[config.mk]
export PLATFORM = sky130hd
export DESIGN_NAME = max_pooling_flat
export DESIGN_NICKNAME = d
export VERILOG_FILES = /design/src/rtl/max_pooling_if.sv /design/src/rtl/max_pooling.sv /design/src/flat_wrapper.sv
export SDC_FILE = /design/constraint.sdc
export NUM_CORES = 2
export LEC_CHECK = 0
export CELL_PAD_IN_SITES_DETAIL_PLACEMENT = 0
export CELL_PAD_IN_SITES_GLOBAL_PLACEMENT = 1
export CORE_MARGIN = 1
export CORE_UTILIZATION = 45
export DETAILED_ROUTE_END_ITERATION = 8
export PLACE_DENSITY_LB_ADDON = 0.1
export SLEW_MARGIN = 20
export SYNTH_ARGS = -nofsm -noshare
export SYNTH_HDL_FRONTEND = slang
export SYNTH_SLANG_ARGS = --single-unit
[constraint.sdc]
create_clock -name I_clk -period 45.5 [get_ports I_clk]
set_input_delay 9.1 -clock I_clk [delete_from_list [all_inputs] [get_ports I_clk]]
set_output_delay 9.1 -clock I_clk [all_outputs]
set_load 0.05 [all_outputs]
[src/rtl/max_pooling_if.sv]
// Row-stream bus between a pixel source and the max-pooling engine.
// The master drives pixels and config; the slave returns pooled results.
interface max_pooling_if #(
  parameter int DATA_W = 8
);
  logic [DATA_W-1:0] I_data;
  logic              I_data_en;
  logic [7:0]        I_kernel;
  logic [7:0]        I_stride;
  logic [7:0]        I_line_wigth;
  logic [7:0]        I_line_num;
  logic [DATA_W-1:0] O_data;
  logic              O_line_finish;
  logic              O_finish;
  logic              O_data_valid;

  modport master (
    output I_data, I_data_en, I_kernel,
    output I_stride, I_line_wigth, I_line_num,
    input  O_data, O_line_finish,
    input  O_finish, O_data_valid
  );

  modport slave (
    input  I_data, I_data_en, I_kernel,
    input  I_stride, I_line_wigth, I_line_num,
    output O_data, O_line_finish,
    output O_finish, O_data_valid
  );
endinterface

[src/rtl/max_pooling.sv]
// Streaming 2-D max pooling: per-column vertical max over K rows,
// then a horizontal window sweep emitting one pooled row.
module max_pooling #(
  parameter int DATA_W = 8,
  parameter int MAX_W  = 255
) (
  input  logic          I_clk,
  input  logic          I_rst,
  max_pooling_if.slave  bus
);
  typedef enum logic [2:0] {
    S_IDLE, S_ROW, S_LFIN, S_POOL, S_DONE
  } state_t;

  state_t            state_q, state_d;
  logic [7:0]        k_q, k_d;
  logic [7:0]        s_q, s_d;
  logic [7:0]        w_q, w_d;
  logic [7:0]        ln_q, ln_d;
  logic [8:0]        col_q, col_d;
  logic [8:0]        win_q, win_d;
  logic [7:0]        off_q, off_d;
  logic [DATA_W-1:0] acc_q, acc_d;
  logic [DATA_W-1:0] dout_q, dout_d;
  logic              vld_q, vld_d;

  logic [DATA_W-1:0] mem_q [MAX_W];

  logic              we;
  logic [7:0]        k_in, s_in;
  logic [7:0]        cur_k, cur_w, cur_ln;
  logic [8:0]        col_nx;
  logic [DATA_W-1:0] old, wdat, px, pmax;
  logic [7:0]        ra;
  logic [9:0]        nx_end;

  assign k_in = (bus.I_kernel == 8'd0) ? 8'd1 : bus.I_kernel;
  assign s_in = (bus.I_stride == 8'd0) ? 8'd1 : bus.I_stride;

  always_comb begin
    state_d = state_q;
    k_d     = k_q;
    s_d     = s_q;
    w_d     = w_q;
    ln_d    = ln_q;
    col_d   = col_q;
    win_d   = win_q;
    off_d   = off_q;
    acc_d   = acc_q;
    dout_d  = dout_q;
    vld_d   = 1'b0;
    we      = 1'b0;
    // first pixel of a row decides with the live config
    cur_k   = k_q;
    cur_w   = w_q;
    cur_ln  = ln_q;
    if (state_q == S_IDLE) begin
      cur_k  = k_in;
      cur_w  = bus.I_line_wigth;
      cur_ln = bus.I_line_num;
    end
    col_nx = col_q + 9'd1;
    old    = mem_q[col_q[7:0]];
    wdat   = (cur_ln == 8'd0 || bus.I_data > old)
           ? bus.I_data : old;
    ra     = win_q[7:0] + off_q;
    px     = mem_q[ra];
    pmax   = (off_q == 8'd0 || px > acc_q) ? px : acc_q;
    nx_end = {1'b0, win_q} + {2'b0, s_q} + {2'b0, k_q};

    unique case (state_q)
      S_IDLE, S_ROW: begin
        if (bus.I_data_en) begin
          we = 1'b1;
          if (state_q == S_IDLE) begin
            k_d  = k_in;
            s_d  = s_in;
            w_d  = bus.I_line_wigth;
            ln_d = bus.I_line_num;
          end
          if (col_nx >= {1'b0, cur_w}) begin
            col_d = 9'd0;
            win_d = 9'd0;
            off_d = 8'd0;
            if (cur_ln == cur_k - 8'd1)
              state_d = (cur_k > cur_w) ? S_DONE : S_POOL;
            else
              state_d = S_LFIN;
          end else begin
            col_d   = col_nx;
            state_d = S_ROW;
          end
        end
      end
      S_LFIN: state_d = S_IDLE;
      S_POOL: begin
        acc_d = pmax;
        if (off_q == k_q - 8'd1) begin
          vld_d  = 1'b1;
          dout_d = pmax;
          off_d  = 8'd0;
          win_d  = win_q + {1'b0, s_q};
          if (nx_end > {2'b0, w_q})
            state_d = S_DONE;
        end else begin
          off_d = off_q + 8'd1;
        end
      end
      // wait out the last window's strobe before pulsing
      S_DONE: if (!vld_q) state_d = S_IDLE;
      default: state_d = S_IDLE;
    endcase
  end

  always_ff @(posedge I_clk) begin
    if (I_rst) begin
      state_q <= S_IDLE;
      k_q     <= '0;
      s_q     <= '0;
      w_q     <= '0;
      ln_q    <= '0;
      col_q   <= '0;
      win_q   <= '0;
      off_q   <= '0;
      acc_q   <= '0;
      dout_q  <= '0;
      vld_q   <= 1'b0;
    end else begin
      state_q <= state_d;
      k_q     <= k_d;
      s_q     <= s_d;
      w_q     <= w_d;
      ln_q    <= ln_d;
      col_q   <= col_d;
      win_q   <= win_d;
      off_q   <= off_d;
      acc_q   <= acc_d;
      dout_q  <= dout_d;
      vld_q   <= vld_d;
    end
  end

  always_ff @(posedge I_clk) begin
    if (we) mem_q[col_q[7:0]] <= wdat;
  end

  assign bus.O_data        = dout_q;
  assign bus.O_data_valid  = vld_q;
  assign bus.O_finish      = (state_q == S_DONE) && !vld_q;
  assign bus.O_line_finish = (state_q == S_LFIN)
                          || ((state_q == S_DONE) && !vld_q);
endmodule

[src/flat_wrapper.sv]
// flat-port wrapper written by rule: the top's interface ports become plain ports
module max_pooling_flat 
#(
  parameter int DATA_W = 8,
  parameter int MAX_W  = 255
)
  (I_clk, I_rst, bus_I_data, bus_I_data_en, bus_I_kernel, bus_I_stride, bus_I_line_wigth, bus_I_line_num, bus_O_data, bus_O_line_finish, bus_O_finish, bus_O_data_valid);
  max_pooling_if #(.DATA_W(DATA_W)) bus_i ();
  input  logic I_clk;
  input  logic I_rst;
  input wire logic [$bits(bus_i.I_data)-1:0] bus_I_data;
  input wire logic [$bits(bus_i.I_data_en)-1:0] bus_I_data_en;
  input wire logic [$bits(bus_i.I_kernel)-1:0] bus_I_kernel;
  input wire logic [$bits(bus_i.I_stride)-1:0] bus_I_stride;
  input wire logic [$bits(bus_i.I_line_wigth)-1:0] bus_I_line_wigth;
  input wire logic [$bits(bus_i.I_line_num)-1:0] bus_I_line_num;
  output wire logic [$bits(bus_i.O_data)-1:0] bus_O_data;
  output wire logic [$bits(bus_i.O_line_finish)-1:0] bus_O_line_finish;
  output wire logic [$bits(bus_i.O_finish)-1:0] bus_O_finish;
  output wire logic [$bits(bus_i.O_data_valid)-1:0] bus_O_data_valid;
  assign bus_i.I_data = bus_I_data;
  assign bus_i.I_data_en = bus_I_data_en;
  assign bus_i.I_kernel = bus_I_kernel;
  assign bus_i.I_stride = bus_I_stride;
  assign bus_i.I_line_wigth = bus_I_line_wigth;
  assign bus_i.I_line_num = bus_I_line_num;
  assign bus_O_data = bus_i.O_data;
  assign bus_O_line_finish = bus_i.O_line_finish;
  assign bus_O_finish = bus_i.O_finish;
  assign bus_O_data_valid = bus_i.O_data_valid;
  max_pooling #(.DATA_W(DATA_W), .MAX_W(MAX_W)) u_core (.I_clk(I_clk), .I_rst(I_rst), .bus(bus_i));
endmodule
* Word-level counts from Yosys, hierarchy flattened
Memories as Yosys holds them, arrays and structs flattened. A register that Yosys moved wholly into a read port is not among the register bits. Index checks and enable logic that the tools add are counted.
Cells by class: add/sub/neg operators 8, magnitude comparators 5, equality and inequality tests 11, multiplexer cells 31, bitwise operators 1, reductions and logical operators 19
Operators by type and width (count):
- 8-bit two-way mux | 12
- 9-bit two-way mux | 4
- 8-bit zero test | 4
- 8-bit > comparator | 3
- 3-bit two-way mux | 7
- 9-bit case mux with 2 select lines | 1
- 8-bit equality test | 2
- 8-bit case mux with 2 select lines | 1
- 8-bit by 1-bit subtractor with 8-bit output, second input constant | 2
- 10-bit by 8-bit adder with 10-bit output | 1
- 9-bit by 8-bit adder with 10-bit output | 1
- 10-bit by 8-bit > comparator with 1-bit output | 1
- 9-bit by 1-bit adder with 9-bit output, second input constant | 1
- 9-bit by 8-bit adder with 9-bit output | 1
- 9-bit by 8-bit greater-or-equal comparator with 1-bit output | 1
- 3-bit case mux with 3 select lines | 1
- 8-bit by 1-bit adder with 8-bit output, second input constant | 1
- 8-bit adder | 1
- 4-bit AND reduction | 2
- 3-bit by 2-bit equality test with 1-bit output, second input constant | 2
- 2-bit by 1-bit inequality test with 1-bit output, second input constant | 3
- 3-bit AND reduction | 2
- 1-bit two-way mux | 5
- 2-bit inequality test, second input constant | 2
- other kinds (10) | 14
Storage, ports and cells: register bits 78, bits in writable memories 2040, logic and storage cells 87, memories kept 1
Memory list:
- u_core.mem_q | words 255, bits a word 8, rd ports 2, clocked after Yosys merged registers in 1, write ports 1, line max_pooling.sv:27 | logic [DATA_W-1:0] mem_q [MAX_W];

* Depth between registers and ports, before layout
word-level depth 9, gate-level depth with buffers 27, mapped depth without buffers 21

* Least setup slack after synthesis
OpenSTA, ideal clock, no wires.
path type input -> register, start point in bus_I_data[1], end point mem u_core.mem_q[0][0], data pin, library setup time 2189 ps, arrival time 20126 ps, required time 43311 ps, setup slack 23186 ps, stages 9, buffers on the path 0, cell sequence ha_1 > nor2b_1 > o21a_1 > o21ai_0 > nand2b_1 > a21oi_1 > o21ai_0 > a21oi_1 > o21ai_0
On the way: longest elaborated chain between the ends 3
RTL lines:
- start: declaration | line flat_wrapper.sv:11 | input wire logic [$bits(bus_i.I_data)-1:0] bus_I_data;
- 8-bit > comparator | line max_pooling.sv:64 | wdat = (cur_ln == 8'd0 || bus.I_data > old)
- 1-bit logical OR | line max_pooling.sv:64
- 8-bit two-way mux | line max_pooling.sv:65 | ? bus.I_data : old;
- via u_core.wdat[0] | line max_pooling.sv:33 | logic [DATA_W-1:0] old, wdat, px, pmax;
- end: declaration | line max_pooling.sv:27
The timed path passes the listed nets, and every way through them passes these cells.

* Worst setup path in the final report
start point in bus_I_data[1], end point mem u_core.mem_q[231][6], data pin
Same word-level chain as after synthesis.

==> reports/metrics.yaml <==
pwr:
  powerDensity_nw_per_um2: 42.4
  power_leakage_nw: 35.3
  combPwrFrac_pct: 12.1
  p_clk_share_pct: 39.3
  ir_worst_vdd_v: 0.0000424
  seqPwrFrac_pct: 48.7
  intPower_w: 0.00359
  swShare_pct: 25.3
  p_sw_w: 0.00122
drt:
  drt_iter0_markers: 7695
  drt_wl_total_mm: 342
  drc: 20
  drt_first_pass_iters: 8
  vias: 59900
  drtAntennaViolNets: 0
  vias_per_cell: 6.91
  wl_per_cell_um: 39.4
timing:
  finalSetupTns_ps: 0
  fin_skew_ps: 58.3
  setup_viol: 0
  rsz0062_at_grt: "no"
  max_freq_mhz: 76.6
  drv_slew: 0
  worst-slew-pin-transition_ps: 1220
  min_period_over_period_pct: 28.7
  relSlewSlack_pct: 18.5
  timing.final.hold_violations: 0
  finalCriticalPeriod_ps: 13060
synth:
  ys.flop_type: "edfxtp_1"
  syn_inst: 5480
  ys_warn_count: 0
  synth_top_cell_area_share_pct: 60.2
  ys_seq_elements: 2126
  synth_nets: 5605
  synth_edf_count: 2040
  syn_area_um2: 102000
  avgSynthCellArea_um2: 18.6
  synth.top_cells.by_area: "edfxtp_1, mux4_2, mux2i_1"
  ys_seq_area_share_pct: 61.8
  async_reset_ff_share_pct: 0
  yosysTopAreaCell: "edfxtp_1"
  yosysUniqueCellTypes: 76
final_layout:
  final_cell_mix: "edfxtp_1, mux4_2, nor2_1, nand2_1, clkbuf_16"
  final_area_um2: 114000
  drive_above_1_share_pct: 30.0
  final_nets: 5617
  fillers: 18000
  area_growth_pct: 11.5
  largest_reg_flops: 2040
  final_common_cell: "edfxtp_1"
hold_path:
  worstHoldPathCells: 2
  hold_path_class: "flop to flop"
clocking:
  numCtsBuffers: 227
  cts_resized: 0
  cts_hold_buf: 0
  cts_tree: "done"
  postCtsSetupBuffers: 0
  cts-root-buf: "clkbuf_16"
  cts_num_sinks: 2126
  clk_latency_ps: 890
  clock_path_buffers: 3
  h-tree-depth: 4
  clkTransAtPathRegs_ps: 60
critical_path:
  ff2ff_path_depth: 20
  slowest_stage: "mux2i_4"
  cp.arrival_ps: 13600
  crit_path_end_kind: "flop"
  critPathMaxStageDelay_ps: 880
  worstSetupPathType: "input port to flop"
  cp_max_fo: 155
  worst_ep_required_time_ps: 46040
  crit_chain: "clkdlybuf4s50_1, ha_1, nor2b_1, o21a_1, o21ai_0, nand2b_1, a21oi_1, o21ai_0, a21oi_2, buf_4, mux2i_4, buf_12, buf_4"
  critical_path.startpoint_type: "input port"
placement:
  gp_congestion: 0.939
  hpwl_mm: 219
  place_area_um2: 106000
  io_buffers: 53
global_routing:
  antenna_found_initial: 15
  grt_max_degree: 170
  grtUsageTotal_pct: 29.9
  grt_pass1_wl_mm: 477
  overflow: 0
  grt_pass1_vias: 58800
floorplanning:
  rows: 174
  io_pins: 54
  die_h_um: 478
  core_region_area_um2: 225000
  start_util_pct: 45.3
  dieWidth_um: 478
  die_area_um2: 228000
run_status:
  violations: "DRC"
  outcome: "finished, violations left"
run:
  drv_cap: 0
per-layer routing:
layer  GRT usage, %  share of wire (%)  vias to the layer above
met3           6.48                9.2                      500
met5              0              0.015                        -
met2           45.6                 46                     3485
met4           10.9                4.0                        8
li1               -                  -                    23200
met1           42.5                 41                    32700
cell families after synthesis:
logic type	Yosys count	share of synthesized area, %
DFF	2126	61.8
muxes	1360	27.5
and+or+nand+nor	983	4.32
AOI/OAI and AO/OA	408	2.88
buffers and inverters	472	1.90
adders and majority gates	82	1.09
xor gates and xnor gates	49	0.421
stage by stage:
| stage | hold WS [ps] | util [%] | setup slack [ps] | instances | total power, W |
|---|---|---|---|---|---|
| after floorplan | 448 | - | 23190 | 5480 | 0.00278 |
| after global placement | 463 | 47.1 | 31510 | 8255 | 0.00296 |
| after detailed placement | 464 | 47.1 | 31570 | 8255 | 0.00297 |
| after CTS | 472 | 50.5 | 32550 | 8670 | 0.00484 |
| after global routing | 499 | 50.5 | 32130 | 8671 | 0.00493 |
| final | 472 | 50.5 | 32440 | 8677 | 0.00481 |
path summary, 6_finish.rpt:
kind	from	endpoint	slack, ps
worst max-delay path	bus_I_data[1]	u_core.mem_q[231][6]	32440
worst min-delay path	u_core.ln_q[2]	u_core.ln_q[2]	470
worst max register to register	flop	u_core.mem_q[231][6]	35150
worst min register to register	u_core.ln_q[2]	u_core.ln_q[2]	470
synth_stat cells, drive strengths merged (7+ instances only):
master,n
a211oi,34
nor4,17
inv,56
mux4,1152
a21o,21
ha,71
xor2,15
a32o,21
and2,8
a22oi,21
nand2b,11
nand4,22
nand4b,7
o211ai,13
or4,8
o21ai,65
clkbuf,230
dfxtp,86
a32oi,25
mux2i,191
nand2,311
fa,11
a211o,47
o21a,9
edfxtp,2040
or3,12
mux2,17
o311a,8
a31oi,10
a21oi,80
xnor2,34
buf,186
nor3,39
nor2,337
and3,56
nor2b,20
nand3,114
final cells by class:
class | instances | area (um2) | share of cell area (%)
sequential | 2126 | 63000 | 55.5
multi-input combinational | 2882 | 37300 | 32.8
clock buffer | 270 | 5960 | 5.25
tap | 2992 | 3740 | 3.30
timing repair buffer | 199 | 1780 | 1.57
clock inverter | 145 | 1540 | 1.35
inverter | 56 | 210 | 0.185
antenna | 7 | 17.5 | 0.0154
power by group through the flow:
stage	combinational [W]	sequential (W)	clock (W)
detailed placement	0.000586	0.00238	0
finish	0.000580	0.00234	0.00189
floorplan	0.000310	0.00247	0
global route	0.000611	0.00234	0.00198
CTS	0.000586	0.00234	0.00191
global placement	0.000577	0.00238	0
critical path, delay by kind of cell:
family | cells | cell delay, ps
compound gates | 5 | 700
fa+ha+maj | 1 | 320
buf+inv | 4 | 2070
mux | 1 | 880
simple gates | 2 | 220
Power figures use the tool's default switching activity.
